$ cat src/rtl/ps2_pkg.sv
// Shared types and constants for the PS/2 host transmit path.
// Frame layout: {stop, odd parity, data[7:0]}, shifted LSB first.
package ps2_pkg;

  typedef enum logic [2:0] {
    IDLE,
    INHIBIT,
    START,
    SHIFT,
    ACK,
    WAIT_IDLE,
    DONE
  } ps2_state_e;

  localparam logic [1:0] ERR_NONE    = 2'b00;
  localparam logic [1:0] ERR_NAK     = 2'b01;
  localparam logic [1:0] ERR_TIMEOUT = 2'b10;

  localparam int FRAME_BITS = 10;

  function automatic logic [FRAME_BITS-1:0] mk_frame(
    input logic [7:0] b
  );
    return {1'b1, ~^b, b};
  endfunction

endpackage

$ cat src/rtl/ps2_sync_edge.sv
// Multi-flop synchronizer for one PS/2 line with a falling-edge pulse.
// Flops reset to 1 so an idle bus never produces a spurious edge.
module ps2_sync_edge #(
  parameter int STAGES = 2
) (
  input  logic clk,
  input  logic rst_n,
  input  logic d_i,
  output logic q_o,
  output logic fall_o
);

  logic [STAGES-1:0] sync_q;
  logic              prev_q;

  always_ff @(posedge clk or negedge rst_n) begin
    if (!rst_n) begin
      sync_q <= '1;
      prev_q <= 1'b1;
    end else begin
      sync_q[0] <= d_i;
      for (int i = 1; i < STAGES; i++) begin
        sync_q[i] <= sync_q[i-1];
      end
      prev_q <= sync_q[STAGES-1];
    end
  end

  assign q_o    = sync_q[STAGES-1];
  assign fall_o = prev_q & ~sync_q[STAGES-1];

endmodule

$ cat src/rtl/ps2_host_tx_ctrl.sv
// PS/2 host-to-device transmit sequencer: inhibit, RTS, shift, ACK check.
// Drives active-high pull-low tx lines; all outputs are registered.
module ps2_host_tx_ctrl
  import ps2_pkg::*;
#(
  parameter int INHIBIT_CYCLES = 10000,
  parameter int TIMEOUT_CYCLES = 2000000,
  parameter int SYNC_STAGES    = 2
) (
  input  logic       clk,
  input  logic       rst_n,
  input  logic [7:0] tx_data,
  input  logic       tx_valid,
  output logic       tx_ready,
  output logic       tx_busy,
  output logic       tx_done,
  output logic       tx_err,
  output logic [1:0] tx_err_code,
  input  logic       ps2_clk_rx,
  input  logic       ps2_d_rx,
  output logic       ps2_clk_tx,
  output logic       ps2_d_tx
);

  localparam int TMAX = (TIMEOUT_CYCLES > INHIBIT_CYCLES) ?
                        TIMEOUT_CYCLES : INHIBIT_CYCLES;
  localparam int TW = $clog2(TMAX + 1);
  localparam int BW = $clog2(FRAME_BITS);

  ps2_state_e            state_q;
  logic [FRAME_BITS-1:0] frame_q;
  logic [TW-1:0]         timer_q;
  logic [BW-1:0]         bit_cnt_q;
  logic                  nak_q;
  logic                  clk_tx_q, d_tx_q;
  logic                  ready_q, busy_q;
  logic                  done_q, err_q;
  logic [1:0]            code_q;

  logic clk_s, clk_fall;
  logic [SYNC_STAGES-1:0] dsync_q;
  logic d_s;
  logic tmo;

  ps2_sync_edge #(.STAGES(SYNC_STAGES)) u_clk_sync (
    .clk    (clk),
    .rst_n  (rst_n),
    .d_i    (ps2_clk_rx),
    .q_o    (clk_s),
    .fall_o (clk_fall)
  );

  always_ff @(posedge clk or negedge rst_n) begin
    if (!rst_n) begin
      dsync_q <= '1;
    end else begin
      dsync_q[0] <= ps2_d_rx;
      for (int i = 1; i < SYNC_STAGES; i++) begin
        dsync_q[i] <= dsync_q[i-1];
      end
    end
  end

  assign d_s = dsync_q[SYNC_STAGES-1];

  assign tmo = (state_q == SHIFT || state_q == ACK ||
                state_q == WAIT_IDLE) && (timer_q == '0);

  always_ff @(posedge clk or negedge rst_n) begin
    if (!rst_n) begin
      state_q   <= IDLE;
      frame_q   <= '0;
      timer_q   <= '0;
      bit_cnt_q <= '0;
      nak_q     <= 1'b0;
      clk_tx_q  <= 1'b0;
      d_tx_q    <= 1'b0;
      ready_q   <= 1'b1;
      busy_q    <= 1'b0;
      done_q    <= 1'b0;
      err_q     <= 1'b0;
      code_q    <= ERR_NONE;
    end else begin
      done_q <= 1'b0;
      err_q  <= 1'b0;
      // A stalled device wins over any edge seen in the same cycle
      if (tmo) begin
        clk_tx_q <= 1'b0;
        d_tx_q   <= 1'b0;
        code_q   <= ERR_TIMEOUT;
        done_q   <= 1'b1;
        err_q    <= 1'b1;
        busy_q   <= 1'b0;
        state_q  <= IDLE;
      end else begin
        unique case (state_q)
          IDLE: begin
            if (tx_valid && ready_q) begin
              frame_q  <= mk_frame(tx_data);
              code_q   <= ERR_NONE;
              nak_q    <= 1'b0;
              clk_tx_q <= 1'b1;
              timer_q  <= TW'(INHIBIT_CYCLES);
              ready_q  <= 1'b0;
              busy_q   <= 1'b1;
              state_q  <= INHIBIT;
            end else begin
              ready_q <= 1'b1;
            end
          end
          INHIBIT: begin
            if (timer_q == '0) begin
              d_tx_q  <= 1'b1;
              state_q <= START;
            end else begin
              timer_q <= timer_q - TW'(1);
            end
          end
          START: begin
            clk_tx_q  <= 1'b0;
            timer_q   <= TW'(TIMEOUT_CYCLES);
            bit_cnt_q <= '0;
            state_q   <= SHIFT;
          end
          SHIFT: begin
            timer_q <= timer_q - TW'(1);
            if (clk_fall) begin
              d_tx_q <= ~frame_q[bit_cnt_q];
              if (bit_cnt_q == BW'(FRAME_BITS - 1)) begin
                state_q <= ACK;
              end else begin
                bit_cnt_q <= bit_cnt_q + BW'(1);
              end
            end
          end
          ACK: begin
            timer_q <= timer_q - TW'(1);
            if (clk_fall) begin
              if (d_s) begin
                nak_q  <= 1'b1;
                code_q <= ERR_NAK;
              end
              state_q <= WAIT_IDLE;
            end
          end
          WAIT_IDLE: begin
            timer_q <= timer_q - TW'(1);
            if (clk_s && d_s) begin
              done_q  <= 1'b1;
              err_q   <= nak_q;
              state_q <= DONE;
            end
          end
          DONE: begin
            ready_q <= 1'b1;
            busy_q  <= 1'b0;
            state_q <= IDLE;
          end
          default: state_q <= IDLE;
        endcase
      end
    end
  end

  assign tx_ready    = ready_q;
  assign tx_busy     = busy_q;
  assign tx_done     = done_q;
  assign tx_err      = err_q;
  assign tx_err_code = code_q;
  assign ps2_clk_tx  = clk_tx_q;
  assign ps2_d_tx    = d_tx_q;

endmodule

$ cat config.mk
export PLATFORM = sky130hd
export DESIGN_NAME = ps2_host_tx_ctrl
export DESIGN_NICKNAME = d
export VERILOG_FILES = /design/src/rtl/ps2_pkg.sv /design/src/rtl/ps2_sync_edge.sv /design/src/rtl/ps2_host_tx_ctrl.sv
export SDC_FILE = /design/constraint.sdc
export NUM_CORES = 1
export LEC_CHECK = 0
export ABC_AREA = 1
export BUFFER_PORTS_ARGS = -buffer_cell sky130_fd_sc_hd__buf_2
export CELL_PAD_IN_SITES_DETAIL_PLACEMENT = 1
export CELL_PAD_IN_SITES_GLOBAL_PLACEMENT = 1
export CORE_MARGIN = 2
export CORE_UTILIZATION = 48
export DETAILED_ROUTE_END_ITERATION = 12
export GPL_TIMING_DRIVEN = 0
export PLACE_DENSITY_LB_ADDON = 0.1
export SYNTH_ARGS = -nofsm -noshare
export SYNTH_HDL_FRONTEND = slang
export SYNTH_SLANG_ARGS = --single-unit
$ cat constraint.sdc
create_clock -name clk -period 5.1 [get_ports clk]
set_clock_uncertainty 0.1 [all_clocks]
set_input_delay 0.51 -clock clk [delete_from_list [all_inputs] [get_ports clk]]
set_output_delay 0.51 -clock clk [all_outputs]
set_load 0.03 [all_outputs]
==> flow_metrics.env <==
export IMPL_status="completed"
export IMPL_met3_usage_pct=3.38
export IMPL_yosys_area_top_type_share_pct=38.6
export IMPL_clockBufferDepth=2
export IMPL_netlist_area_um2=2980
export IMPL_ios=21
export IMPL_cp_num_buf_inv=3
export IMPL_syn_to_final_growth_pct=10.9
export IMPL_post_drt_wl_per_cell_um=14.6
export IMPL_slowest_delay_ps=390
export IMPL_wl_um=7450
export IMPL_rsz0062_at_grt="false"
export IMPL_layoutNonFillerInstCount=509
export IMPL_dr_total_vias=2683
export IMPL_insertion_delay_ps=320
export IMPL_antenna_found_initial=0
export IMPL_gr_usage_met1_pct=28.1
export IMPL_layout_cells_most_common="nand2_1"
export IMPL_ys_ff_latch=52
export IMPL_ys_seq_area_share_pct=43.9
export IMPL_critPathLaunch="timer_q[0]$_DFFE_PN0P_"
export IMPL_drtPass1Iterations=4
export IMPL_globalRoute_busiestLayer="met2"
export IMPL_grt_pass1_wl_um=13300
export IMPL_total_power_mw=2.09
export IMPL_syn_nets=421
export IMPL_cp_top_family="simple AND/OR/NAND/NOR gates"
export IMPL_cp_slowest_cell="dfrtp_1"
export IMPL_fp_dieArea_um2=6860
export IMPL_cts_buffers=5
export IMPL_coreArea_um2=5960
export IMPL_synth_cells=405
export IMPL_htree_levels=2
export IMPL_fin_util_pct=55.5
export IMPL_grt_max_degree=53
export IMPL_synth_area_leader_cell="dfrtp_1"
export IMPL_gp_congestion=0.793
export IMPL_holdWs_ps=75.1
export IMPL_r2r_cells=12
export IMPL_hpwl_um=5460
export IMPL_placementRows=28
export IMPL_yosys_warnings=0
export IMPL_ant_nets=0
export IMPL_final_setup_tns_ps=0
export IMPL_synth_area_per_cell_um2=7.37
export IMPL_viasPerCell=5.27
export IMPL_final_period_utilization_pct=44.7
export IMPL_met2_usage_pct=44.1
export IMPL_fmax_mhz=439
export IMPL_r2r_setup_slack_ps=2820
export IMPL_die_h_um=82.8
export IMPL_placedCellCount=500
export IMPL_grt_pass1_vias=2876
export IMPL_nets=449
export IMPL_grt_ovfl_total=0
export IMPL_io_buffer_count=20
export IMPL_hold_buffers=0
export IMPL_fp_dieW_um=82.8
export IMPL_crit_chain="inv_1, ha_1, nand2_2, nor2_4, nand3_4, nor2_8, nor2_2, nand2_4, inv_2, buf_6, nand2_1, nand2_1"
export IMPL_drv_cap=0
export IMPL_ir_worst_vdd_uv=287
export IMPL_critPathLaunchType="flip-flop"
export IMPL_period_needed_ps=2280
export IMPL_crit_fanout=10
export IMPL_required_ps=5220
export IMPL_ys_top_cells_by_area="dfrtp_1, nand2_1, nor2_1, dfstp_2, inv_1"
export IMPL_cts_resized=0
export IMPL_endpoint_kind="flip-flop"
export IMPL_clockRootBuffer="clkbuf_8"
export IMPL_drc=0
export IMPL_slew_headroom_pct=62.0
export IMPL_clk_pin_slew_ps=100
export IMPL_tightest_slew_ps=570
export IMPL_layout_common_cells="nand2_1, nor2_1, dfrtp_1, inv_1, o21ai_0"
export IMPL_r2r_start="timer_q[0]$_DFFE_PN0P_"
export IMPL_min_path_type="input port to asynchronous set/reset pin"
export IMPL_finalSetupViolations=0
export IMPL_numClockSinks=52
export IMPL_fillers=810
export IMPL_post_cts_buffers=0
export IMPL_drt_iter0_drc=93
export IMPL_path_class="flip-flop to flip-flop"
export IMPL_diodes=0
export IMPL_start_util_pct=50.1
export IMPL_finalHoldViolCount=0
export IMPL_drive_gt1_share_pct=14.1
export IMPL_tritoncts="done"
export IMPL_arrival_ps=2400
export IMPL_ys_types=33
export IMPL_cp_common_cell="nand2_1"
export IMPL_powerDensity_nw_per_um2=631
export IMPL_r2r_end="timer_q[13]$_DFFE_PN0P_"
export IMPL_grtUsageTotal_pct=23.4
export IMPL_p_leak_nw=1.72
export IMPL_slew_viol_final=0
==> stage by stage <==
step	area [µm²]	worst slack [ps]
3_3_place_gp	3180	2850
2_1_floorplan	2980	3200
4_1_cts	3290	2800
5_1_grt	3310	2610
6_report	3310	2820
3_5_place_dp	3180	2810
==> report_power, final <==
part	switching, mW	total [mW]	leakage, nW	internal (mW)
Sequential	0.122	0.682	0.648	0.561
Clock	0.149	0.295	0.0541	0.146
Combinational	0.743	1.11	1.02	0.367
==> cell families after synthesis <==
kind of cell	after synthesis	share of synthesized area (%)
AO/OA/AOI/OAI	40	7.21
XOR/XNOR	20	5.87
adder cells (fa/ha/maj)	3	1.26
buffers and inverters	46	6.50
flip-flops	52	43.9
AND/OR/NAND/NOR	244	35.3
==> routing by layer <==
layer / share of wire [%] / routed length, µm
met4: 0.93 / 69
met2: 53 / 3960
met3: 2.0 / 148
met1: 44 / 3270
met5: 0 / 0
==> synthesized netlist by cell type (all sizes together) <==
cell / count
a31oi: 2
clkbuf: 1
buf: 6
dfstp: 6
a21oi: 8
inv: 38
o31ai: 1
nand2: 149
nand3b: 5
xnor2: 10
dfrtp: 46
nand3: 21
or2: 3
o21ai: 28
o21bai: 1
nor2: 57
xor2: 10
nor3: 2
clkinv: 1
ha: 3
nand4: 7
==> registers in the layout, indices dropped and copies added (netlist names) <==
| name | count |
|---|---|
| nak_q | 1 |
| frame_q | 10 |
| tx_err | 1 |
| tx_ready | 1 |
| ps2_clk_tx | 1 |
| dsync_q | 2 |
| tx_busy | 1 |
| bit_cnt_q | 4 |
| state_q | 3 |
| timer_q | 21 |
| ps2_d_tx | 1 |
| tx_err_code | 2 |
| u_clk_sync.sync_q | 2 |
| u_clk_sync.prev_q | 1 |
| tx_done | 1 |
==> how the worst max path moves through the flow <==
stage | slack (ps) | cells past startpoint | to
finish | 2820 | 12 | timer_q[13]$_DFFE_PN0P_
global route | 2610 | 9 | state_q[1]$_DFFE_PN0P_
CTS | 2800 | 12 | timer_q[7]$_DFFE_PN0P_
detailed placement | 2810 | 12 | timer_q[7]$_DFFE_PN0P_
global placement | 2850 | 12 | timer_q[13]$_DFFE_PN0P_
floorplan | 3200 | 12 | timer_q[10]$_DFFE_PN0P_
==> final cells by class <==
cell class	count	area, µm²	area share, %
tap	75	93.8	2.84
sequential	52	1310	39.6
multi-input combinational	307	1480	44.7
buffer	7	47.5	1.44
inverter	39	146	4.43
timing repair buffer	21	120	3.63
clock inverter	3	42.5	1.29
clock buffer	5	68.8	2.08
Power figures use the tool's default switching activity.
